File: src/rtl/mem_port_arbiter_if.sv
// Bus bundle between the CPU port, the loader/debug port, the memory and the arbiter.
interface mem_port_arbiter_if;
  // CPU-side requester
  logic        c_req;
  logic        c_we;
  logic [31:0] c_addr;
  logic [31:0] c_wdata;
  logic [31:0] c_rdata;
  logic        c_ack;

  // Loader/debug-side requester
  logic        d_req;
  logic        d_we;
  logic        d_lock;
  logic [31:0] d_addr;
  logic [31:0] d_wdata;
  logic [31:0] d_rdata;
  logic        d_ack;

  // Single-ported memory, combinational read data
  logic [31:0] mem_addr;
  logic [31:0] mem_wdata;
  logic        mem_read;
  logic        mem_write;
  logic [31:0] mem_rdata;

  // Arbiter view
  modport slave (
    input  c_req, c_we, c_addr, c_wdata,
    output c_rdata, c_ack,
    input  d_req, d_we, d_lock, d_addr, d_wdata,
    output d_rdata, d_ack,
    output mem_addr, mem_wdata, mem_read, mem_write,
    input  mem_rdata
  );

  // Requesters and memory view
  modport master (
    output c_req, c_we, c_addr, c_wdata,
    input  c_rdata, c_ack,
    output d_req, d_we, d_lock, d_addr, d_wdata,
    input  d_rdata, d_ack,
    input  mem_addr, mem_wdata, mem_read, mem_write,
    output mem_rdata
  );
endinterface

File: src/rtl/mem_port_arbiter.sv
// Two-requester arbiter for one memory port: CPU (C) and loader/debug (D).
// Each access is one SERVE cycle driving the memory followed by one ACK cycle;
// ties are round-robin, and D may lock the port for up to MAX_LOCK grants.
module mem_port_arbiter #(
  parameter int MAX_LOCK = 16
) (
  input  logic                  clk,
  input  logic                  reset,
  mem_port_arbiter_if.slave     bus,
  output logic                  cpu_stall,
  output logic [1:0]            owner
);

  localparam int CNT_W = $clog2(MAX_LOCK + 1);

  typedef enum logic [2:0] {
    IDLE,
    SERVE_C,
    SERVE_D,
    ACK_C,
    ACK_D
  } state_t;

  state_t           state;
  logic             last_grant_d;
  logic [CNT_W-1:0] lock_cnt;
  logic             arb_slot;
  logic             lock_active;
  logic             grant_c;
  logic             grant_d;

  // Grant decision for the coming edge; only meaningful in IDLE and the ACK states.
  always_comb begin
    arb_slot    = (state == IDLE) || (state == ACK_C) || (state == ACK_D);
    lock_active = last_grant_d && bus.d_lock && (lock_cnt < CNT_W'(MAX_LOCK));
    grant_c     = 1'b0;
    grant_d     = 1'b0;
    if (arb_slot) begin
      if (bus.c_req && bus.d_req) begin
        if (lock_active || !last_grant_d) begin
          grant_d = 1'b1;
        end else begin
          grant_c = 1'b1;
        end
      end else if (bus.c_req) begin
        grant_c = 1'b1;
      end else if (bus.d_req) begin
        grant_d = 1'b1;
      end
    end
  end

  assign cpu_stall = bus.c_req & ~bus.c_ack;

  // Main FSM with registered memory strobes, acks, read data and owner.
  always_ff @(posedge clk or negedge reset) begin
    if (!reset) begin
      state         <= IDLE;
      last_grant_d  <= 1'b1;
      lock_cnt      <= '0;
      owner         <= 2'b00;
      bus.c_ack     <= 1'b0;
      bus.d_ack     <= 1'b0;
      bus.c_rdata   <= '0;
      bus.d_rdata   <= '0;
      bus.mem_read  <= 1'b0;
      bus.mem_write <= 1'b0;
      bus.mem_addr  <= '0;
      bus.mem_wdata <= '0;
    end else begin
      bus.c_ack     <= 1'b0;
      bus.d_ack     <= 1'b0;
      bus.mem_read  <= 1'b0;
      bus.mem_write <= 1'b0;
      bus.mem_addr  <= '0;
      bus.mem_wdata <= '0;

      if (!bus.d_lock || grant_c) begin
        lock_cnt <= '0;
      end else if (grant_d && bus.c_req && (lock_cnt < CNT_W'(MAX_LOCK))) begin
        lock_cnt <= lock_cnt + CNT_W'(1);
      end

      case (state)
        SERVE_C: begin
          state     <= ACK_C;
          bus.c_ack <= 1'b1;
          if (bus.mem_read) begin
            bus.c_rdata <= bus.mem_rdata;
          end
        end
        SERVE_D: begin
          state     <= ACK_D;
          bus.d_ack <= 1'b1;
          if (bus.mem_read) begin
            bus.d_rdata <= bus.mem_rdata;
          end
        end
        default: begin
          if (grant_c) begin
            state         <= SERVE_C;
            last_grant_d  <= 1'b0;
            owner         <= 2'b01;
            bus.mem_read  <= ~bus.c_we;
            bus.mem_write <= bus.c_we;
            bus.mem_addr  <= bus.c_addr;
            bus.mem_wdata <= bus.c_wdata;
          end else if (grant_d) begin
            state         <= SERVE_D;
            last_grant_d  <= 1'b1;
            owner         <= 2'b10;
            bus.mem_read  <= ~bus.d_we;
            bus.mem_write <= bus.d_we;
            bus.mem_addr  <= bus.d_addr;
            bus.mem_wdata <= bus.d_wdata;
          end else begin
            state <= IDLE;
            owner <= 2'b00;
          end
        end
      endcase
    end
  end

endmodule

File: src/flat_wrapper.sv
// flat-port wrapper written by rule: the top's interface ports become plain ports
module mem_port_arbiter_flat 
#(
  parameter int MAX_LOCK = 16
)
  (clk, reset, cpu_stall, owner, bus_c_req, bus_c_we, bus_c_addr, bus_c_wdata, bus_c_rdata, bus_c_ack, bus_d_req, bus_d_we, bus_d_lock, bus_d_addr, bus_d_wdata, bus_d_rdata, bus_d_ack, bus_mem_addr, bus_mem_wdata, bus_mem_read, bus_mem_write, bus_mem_rdata);
  mem_port_arbiter_if bus_i ();
  input  logic clk;
  input  logic reset;
  output logic cpu_stall;
  output logic [1:0] owner;
  input wire logic [$bits(bus_i.c_req)-1:0] bus_c_req;
  input wire logic [$bits(bus_i.c_we)-1:0] bus_c_we;
  input wire logic [$bits(bus_i.c_addr)-1:0] bus_c_addr;
  input wire logic [$bits(bus_i.c_wdata)-1:0] bus_c_wdata;
  output wire logic [$bits(bus_i.c_rdata)-1:0] bus_c_rdata;
  output wire logic [$bits(bus_i.c_ack)-1:0] bus_c_ack;
  input wire logic [$bits(bus_i.d_req)-1:0] bus_d_req;
  input wire logic [$bits(bus_i.d_we)-1:0] bus_d_we;
  input wire logic [$bits(bus_i.d_lock)-1:0] bus_d_lock;
  input wire logic [$bits(bus_i.d_addr)-1:0] bus_d_addr;
  input wire logic [$bits(bus_i.d_wdata)-1:0] bus_d_wdata;
  output wire logic [$bits(bus_i.d_rdata)-1:0] bus_d_rdata;
  output wire logic [$bits(bus_i.d_ack)-1:0] bus_d_ack;
  output wire logic [$bits(bus_i.mem_addr)-1:0] bus_mem_addr;
  output wire logic [$bits(bus_i.mem_wdata)-1:0] bus_mem_wdata;
  output wire logic [$bits(bus_i.mem_read)-1:0] bus_mem_read;
  output wire logic [$bits(bus_i.mem_write)-1:0] bus_mem_write;
  input wire logic [$bits(bus_i.mem_rdata)-1:0] bus_mem_rdata;
  assign bus_i.c_req = bus_c_req;
  assign bus_i.c_we = bus_c_we;
  assign bus_i.c_addr = bus_c_addr;
  assign bus_i.c_wdata = bus_c_wdata;
  assign bus_c_rdata = bus_i.c_rdata;
  assign bus_c_ack = bus_i.c_ack;
  assign bus_i.d_req = bus_d_req;
  assign bus_i.d_we = bus_d_we;
  assign bus_i.d_lock = bus_d_lock;
  assign bus_i.d_addr = bus_d_addr;
  assign bus_i.d_wdata = bus_d_wdata;
  assign bus_d_rdata = bus_i.d_rdata;
  assign bus_d_ack = bus_i.d_ack;
  assign bus_mem_addr = bus_i.mem_addr;
  assign bus_mem_wdata = bus_i.mem_wdata;
  assign bus_mem_read = bus_i.mem_read;
  assign bus_mem_write = bus_i.mem_write;
  assign bus_i.mem_rdata = bus_mem_rdata;
  mem_port_arbiter #(.MAX_LOCK(MAX_LOCK)) u_core (.clk(clk), .reset(reset), .bus(bus_i), .cpu_stall(cpu_stall), .owner(owner));
endmodule
File: config.mk
export PLATFORM = sky130hd
export DESIGN_NAME = mem_port_arbiter_flat
export DESIGN_NICKNAME = d
export VERILOG_FILES = /design/src/rtl/mem_port_arbiter_if.sv /design/src/rtl/mem_port_arbiter.sv /design/src/flat_wrapper.sv
export SDC_FILE = /design/constraint.sdc
export NUM_CORES = 1
export LEC_CHECK = 0
export ABC_CLOCK_PERIOD_IN_PS = 1600
export CAP_MARGIN = 40
export CORE_MARGIN = 2
export CORE_UTILIZATION = 35
export DETAILED_ROUTE_END_ITERATION = 8
export PLACE_DENSITY = 0.77
export SLEW_MARGIN = 20
export SYNTH_ARGS = -nofsm -noshare
export SYNTH_HDL_FRONTEND = slang
export SYNTH_SLANG_ARGS = --single-unit
File: constraint.sdc
create_clock -name clk -period 1.6 [get_ports clk]
set_clock_uncertainty 0.05 [all_clocks]
set_input_delay 0.4 -clock clk [delete_from_list [all_inputs] [get_ports clk]]
set_output_delay 0.4 -clock clk [all_outputs]
set_load 0.05 [all_outputs]
==> results of run 1 <==
## timing repair
item,4_1_cts,5_1_grt
hold buffers,1,0
hold endpoints to repair,33,0
setup endpoints to repair,131,134
gates cloned,1,10
setup buffers,3,6
resized for setup,16,69
pin swaps,0,33
## state kept, by name, summed over array words and instances, names as in the netlist
| signal | flops |
|---|---|
| u_core.owner | 2 |
| u_core.bus.mem_addr | 32 |
| u_core.bus.d_ack | 1 |
| u_core.state | 3 |
| u_core.bus.c_ack | 1 |
| u_core.bus.c_rdata | 32 |
| u_core.bus.mem_write | 1 |
| u_core.bus.mem_wdata | 32 |
| u_core.bus.d_rdata | 32 |
| u_core.last_grant_d | 1 |
| u_core.bus.mem_read | 1 |
| u_core.lock_cnt | 5 |
## area by class of cell
class	count	area (um2)
clock buffers	24	502
clock inverters	7	101
fillers	871	3730
inverters	6	22.5
multi-input cells	175	1880
flip-flops and latches	143	3580
well taps	188	235
repair buffers	348	4980
## through the flow
stage                     hold WS, ns  power, mW   util
final                           0.337       25.4  0.752
after global routing            0.350       26.2  0.752
after CTS                       0.430       24.3  0.717
after detailed placement        0.295       20.1  0.670
after global placement          0.285       19.8  0.670
after floorplan                0.0544       12.2      -
## tightest hold or removal path, stage by stage
cell and delay, ns:
dlymetal6s2s_1 0.19, o21ai_4 0.13, a21oi_2 0.04
## metal layers
layer | part of all wire | global-route usage | vias to the layer above
met4 | 0.032 | 0.107 | 0
li1 | - | - | 1958
met3 | 0.068 | 0.0549 | 37
met2 | 0.56 | 0.378 | 248
met5 | 0 | 0 | -
met1 | 0.34 | 0.214 | 2215
## kinds of logic (layout without fill, tap and decap cells)
group                      count (synthesis)  after routing  share of synthesized area
AOI/OAI and AO/OA                         85             85                      0.132
xor gates and xnor gates                   1              1                    0.00164
adders and majority gates                  1              1                    0.00234
buffers and inverters                     28            385                     0.0314
DFF                                      143            143                      0.670
muxes                                     64             64                      0.135
and+or+nand+nor                           24             24                     0.0276
## cell usage after synthesis (3+ instances only)
cell     count  area share
dfrtp_1    142        0.67
mux2_1      62        0.13
buf_4        9       0.013
nand3_1      5      0.0047
a22o_1      66        0.11
nor2_1       3      0.0021
inv_1        6      0.0042
a21oi_1      6      0.0056
buf_2       11       0.010
o21ai_0      3      0.0028
## power groups by stage
stage               registers, mW  logic, mW  clock network [mW]
floorplan                    10.5       1.78                   0
global placement             6.46       13.4                   0
detailed placement           6.56       13.6                   0
CTS                          6.52       13.7                4.04
global route                 6.74       15.3                4.20
finish                       6.59       14.8                3.96
## worst paths after layout
path / from / endpoint / depth (start not counted)
max: u_core.state[0]$_DFF_PN0_ / u_core.bus.mem_addr[8]$_DFF_PN0_ / 6
min: bus_d_lock / u_core.lock_cnt[0]$_DFFE_PN0P_ / 3
max reg2reg: u_core.state[0]$_DFF_PN0_ / u_core.bus.mem_addr[8]$_DFF_PN0_ / 6
min reg2reg: u_core.bus.d_rdata[8]$_DFFE_PN0P_ / u_core.bus.d_rdata[8]$_DFFE_PN0P_ / 1
max in group asynchronous: reset / u_core.bus.c_rdata[15]$_DFFE_PN0P_ / 3
min in group asynchronous: reset / u_core.bus.c_rdata[6]$_DFFE_PN0P_ / 2
==> metrics.md, run 1 <==
| Metric | Value |
|---|---|
| Cell area power density | between 2000 and 2500 nW/um2 |
| Worst-Skew Late Latency | approximately 0.4 ns |
| CP required | ~1.8 ns |
| Clock tree buffer depth | 2 |
| Max-slew violation count | 0 |
| Initial core utilization | 0.355 |
| Pre-CTS setup slack | -0.526 ns |
| All-Layer GR Usage | 0.206 |
| Setup WS post-layout | -0.114 ns |
| Synthesis-to-layout area growth | 112% |
| Placed cell area | between 10000 and 15000 um2 |
| Status | finished with violations |
| CP Class | reg2reg |
| DRC errors left | 0 |
| Syn nets | between 500 and 600 |
| Net Sw Power | roughly 10 mW |
| Layout Cells excl Fill | between 800 and 900 |
| Routed Antenna Nets | 0 |
| CP top delay family | compound AO/OA/AOI/OAI gates |
| Mapped Cells | between 300 and 400 |
| Leak | between 5 and 6 nW |
| Max Clock Freq | slightly below 0.6 GHz |
| CTS buffer count | 17 |
| Yosys reg bits | 143 |
| Die ar. | 16300 um2 |
| Register area share after synthesis | 0.670 |
| Clock sinks | around 140 |
| Largest stage delay, worst path | between 0.4 and 0.5 ns |
| GR Overflow Total | 0 |
| Hpwl dp | around 13 mm |
| Worst setup EP type | flip-flop |
| RSZ-0062 raised after global routing | yes |
| Total placed cells including tap cells | about 840 |
| Setup tns final | -5.54 ns |
| Final Setup Violations | 70 |
| # IOs | between 300 and 400 |
| First-pass GRT wire length | between 20 and 30 mm |
| Failing checks | negative setup slack |
| Vias in the first global route | about 4700 |
| Worst Tran Pin Value | between 0.3 and 0.4 ns |
| Final instance area | between 10000 and 15000 um2 |
| Avg Cell Area, Syn | 15.4 um2 |
| Maximum vdd drop | 0.853 mV |
| Internal cell power | between 15 and 20 mW |
| Worst-path cell chain | and3b_2 -> o21ai_4 -> a31oi_4 -> buf_12 -> buf_16 -> a22o_1 |
| Sequential power share | 0.260 |
| Critical path arrival | between 1.5 and 2 ns |
| Clock share of power | 0.156 |
| Final hold vios | 0 |
| Mapped Area | about 5300 um2 |
| Via density | 5.00 |
| Die width | roughly 130 um |
| CP startpoint kind | flip-flop |
| Layout cell share with drive strength beyond 1 | 0.407 |
| CTS tree | yes |
| Slew margin rel. | 0.734 |
| Final min period | around 1.7 ns |
| Critical path fanouts, max | 12 |
| Post-synth EDFFs | 0 |
| Initial antenna violation count | 0 |
| Syn. warnings | 0 |
| Commonest non-fill, non-tap cell in the layout | clkdlybuf4s50_1 |
| Clk root buf | clkbuf_16 |
| Commonest cells after routing, fill and taps aside | clkdlybuf4s50_1 (163), buf_12 (141), dfrtp_1 (139), a22o_1 (66), mux2_4 (53) |
| Die height | 128 um |
| Via count | 4458 |
| Nets | approximately 860 |
| Crit share post-route | 1.07 |
| Worst path bufs/invs | 2 |
| # H-tree levels | 4 |
| Worst reg-to-reg setup slack | -0.11 ns |
| Combinational power share | 0.584 |
| Port Buf Inserts | about 300 |
| Async set-reset flop share out of synthesis | 1.00 |
| Slowest CP cell | dfrtp_2 |
| Tightest Hold Check Type | in2reg |
| Initial drt markers | 203 |
| Ant diodes | 0 |
| Net Sw Frac | 0.400 |
| Largest net degree at the start of global routing | 57 |
| Max-cap viol count | 0 |
| Core Area | around 15000 um2 |
| Cell variety after synth | 35 |
| Gp weighted congestion | just under 0.9 |
| Primary FF master, synth | dfrtp_1 |
| Drt pass-1 iters | 7 |
| Clock slew at reported path FFs | 0.06 ns |
| Overall routed net length | between 15 and 20 mm |
| Routed len/inst | approximately 21 um |
| Site row count | 45 |
(Power assumes the default switching activity.)
==> run 2: changes to the inputs <==
Settings changed: RECOVER_POWER set to 50.
==> metrics.md, run 2 (synthesized netlist as in run 1, its figures left out) <==
| Metric | Value |
|---|---|
| Worst-Skew Late Latency | 0.41 ns (about the same) |
| Worst setup EP type | flip-flop |
| Die height | 128 um (unchanged) |
| Largest net degree at the start of global routing | 57 (unchanged) |
| Final min period | 1.72 ns (+0.00204 ns) |
| Net Sw Frac | 0.400 (about the same) |
| Setup WS post-layout | -0.116 ns (-0.00204 ns) |
| Clock share of power | 0.156 (about the same) |
| All-Layer GR Usage | 0.206 (unchanged) |
| CTS buffer count | 17 (unchanged) |
| CP Class | reg2reg |
| Nets | 859 (unchanged) |
| Site row count | 45 (unchanged) |
| Maximum vdd drop | 0.853 mV (about the same) |
| M3 GR Usage | 0.0549 (unchanged) |
| Sequential power share | 0.260 (about the same) |
| Worst path bufs/invs | 2 (unchanged) |
| Tightest Hold Check Type | in2reg |
| Net Sw Power | 10.1 mW (about the same) |
| Clock slew at reported path FFs | 0.06 ns (about the same) |
| CTS tree | yes |
| Critical path fanouts, max | 12 (unchanged) |
| Largest stage delay, worst path | 0.44 ns (about the same) |
| Clock tree buffer depth | 2 (unchanged) |
| Grt met2 use | 0.378 (unchanged) |
| Port Buf Inserts | 301 (unchanged) |
| Die width | 128 um (unchanged) |
| Post-layout util | 0.750 (-0.00117) |
| Worst-path cell chain | and3b_2 -> o21ai_4 -> a31oi_4 -> buf_12 -> buf_16 -> a22o_1 |
| CP required | 1.84 ns (about the same) |
| Combinational power share | 0.584 (about the same) |
| Gr busiest metal | met2 |
| Status | finished with violations |
| Overall routed net length | 18.9 mm (about the same) |
| Final hold slack | 0.336 ns (-0.000926 ns) |
| Cell area power density | 2250 nW/um2 (about the same) |
| Critical path arrival | 1.96 ns (about the same) |
| Max Clock Freq | 0.583 GHz (-0.12%) |
| CP startpoint kind | flip-flop |
| Hpwl dp | 12.9 mm (unchanged) |
| Via count | 4448 (-0.22%) |
| Leak | 5.07 nW (-0.22%) |
| Core Area | 15000 um2 (unchanged) |
| DRC errors left | 0 (unchanged) |
| Final Setup Violations | 76 (+8.6%) |
| Routed Antenna Nets | 0 (unchanged) |
| Gp weighted congestion | 0.868 (unchanged) |
| Commonest cells after routing, fill and taps aside | clkdlybuf4s50_1 (163), buf_12 (141), dfrtp_1 (140), a22o_1 (66), mux2_4 (53) |
| GR Overflow Total | 0 (unchanged) |
| Initial antenna violation count | 0 (unchanged) |
| Clock sinks | 143 (unchanged) |
| Slowest CP cell | dfrtp_2 |
| Clk root buf | clkbuf_16 |
| Die ar. | 16300 um2 (unchanged) |
| Setup tns final | -5.61 ns (-0.0695 ns) |
| # IOs | 302 (unchanged) |
| Global-route met1 utilization | 0.214 (unchanged) |
| Initial core utilization | 0.355 (unchanged) |
| Slew margin rel. | 0.580 (-0.154) |
| Synthesis-to-layout area growth | 111% |
| # H-tree levels | 4 (unchanged) |
| Drt pass-1 iters | 6 (-1) |
| CP top delay family | compound AO/OA/AOI/OAI gates |
| Hold path depth | 3 (unchanged) |
| Worst Tran Pin Value | 0.631 ns (+0.231 ns) |
| Levels on crit path | 6 (unchanged) |
| Worst reg2reg path depth | 6 (unchanged) |
| Internal cell power | 15.2 mW (-0.11%) |
| Vias in the first global route | 4747 (unchanged) |
| Max-cap viol count | 0 (unchanged) |
| Crit share post-route | 1.07 (+0.00127) |
| Max-slew violation count | 0 (unchanged) |
| RSZ-0062 raised after global routing | yes |
| Final hold vios | 0 (unchanged) |
| Routed len/inst | 21.2 um (about the same) |
| Failing checks | negative setup slack |
| First-pass GRT wire length | 25.2 mm (unchanged) |
| Via density | 4.99 (-0.22%) |
| Layout cell share with drive strength beyond 1 | 0.401 (-0.00569) |
| Initial drt markers | 192 (-5.4%) |
| Ant diodes | 0 (unchanged) |
| Commonest non-fill, non-tap cell in the layout | clkdlybuf4s50_1 |
[run 2: cell types whose count changed in the layout (fill, tap and decap cells not counted), sizes merged]
| cell | change |
|---|---|
| clkbuf | +5 |
| buf | -5 |
[run 2: metrics by stage]
step	total power, mW	instance area, um2	std cells	setup WS, ns
3_3_place_gp	19.8	10100	839	-0.384
4_1_cts	24.3	10800	875	-0.0733
5_1_grt	26.2	11300	891	-0.143
2_1_floorplan	12.2	5340	346	0.00947
6_report	25.4	11300	891	-0.116
3_5_place_dp	20.1	10100	839	-0.526
[run 2: path summary, 6_finish.rpt]
check                                                   from                                  to  slack (ns)
max in group asynchronous                              reset  u_core.bus.d_rdata[31]$_DFFE_PN0P_        0.19
min reg2reg                u_core.bus.d_rdata[8]$_DFFE_PN0P_   u_core.bus.d_rdata[8]$_DFFE_PN0P_        0.50
min in group asynchronous                              reset   u_core.bus.c_rdata[6]$_DFFE_PN0P_        0.43
max reg2reg                        u_core.state[0]$_DFF_PN0_    u_core.bus.mem_addr[8]$_DFF_PN0_       -0.12
min                                               bus_d_lock      u_core.lock_cnt[0]$_DFFE_PN0P_        0.34
max                                u_core.state[0]$_DFF_PN0_    u_core.bus.mem_addr[8]$_DFF_PN0_       -0.12
[run 2: worst register-to-register path, stage by stage (launching register included)]
cell and delay (ns):
dfrtp_2 0.44, and3b_2 0.28, o21ai_4 0.19, a31oi_4 0.06
buf_12 0.18, buf_16 0.15, a22o_1 0.25
[run 2: timing repair]
item,CTS,global route
pin swaps,0,33
endpoints found under the hold margin,33,0
setup endpoints to repair,131,134
gates cloned,1,10
resized for setup,16,69
hold buffers,1,0
setup buffers,3,6
[run 2: power groups by stage]
stage	logic (mW)	clock network (mW)	registers, mW
after detailed placement	13.6	0	6.56
after global routing	15.2	4.20	6.74
after CTS	13.7	4.04	6.52
after floorplan	1.78	0	10.5
after global placement	13.4	0	6.46
final	14.8	3.97	6.59
[run 2: cell type report]
type                            count  area [um2]
Clock buffer                       24         502
Fill cell                         875        3750
Timing Repair Buffer              348        4960
Clock inverter                      7         101
Tap cell                          188         235
Inverter                            6        22.5
Sequential cell                   143        3580
Multi-Input combinational cell    175        1880
[run 2: routing by layer]
layer | share of wire | wire [um] | vias to the layer above
met4 | 0.031 | 590 | 0
met3 | 0.066 | 1250 | 36
met5 | 0 | 0 | -
met2 | 0.56 | 10600 | 237
met1 | 0.34 | 6450 | 2214
li1 | - | - | 1961
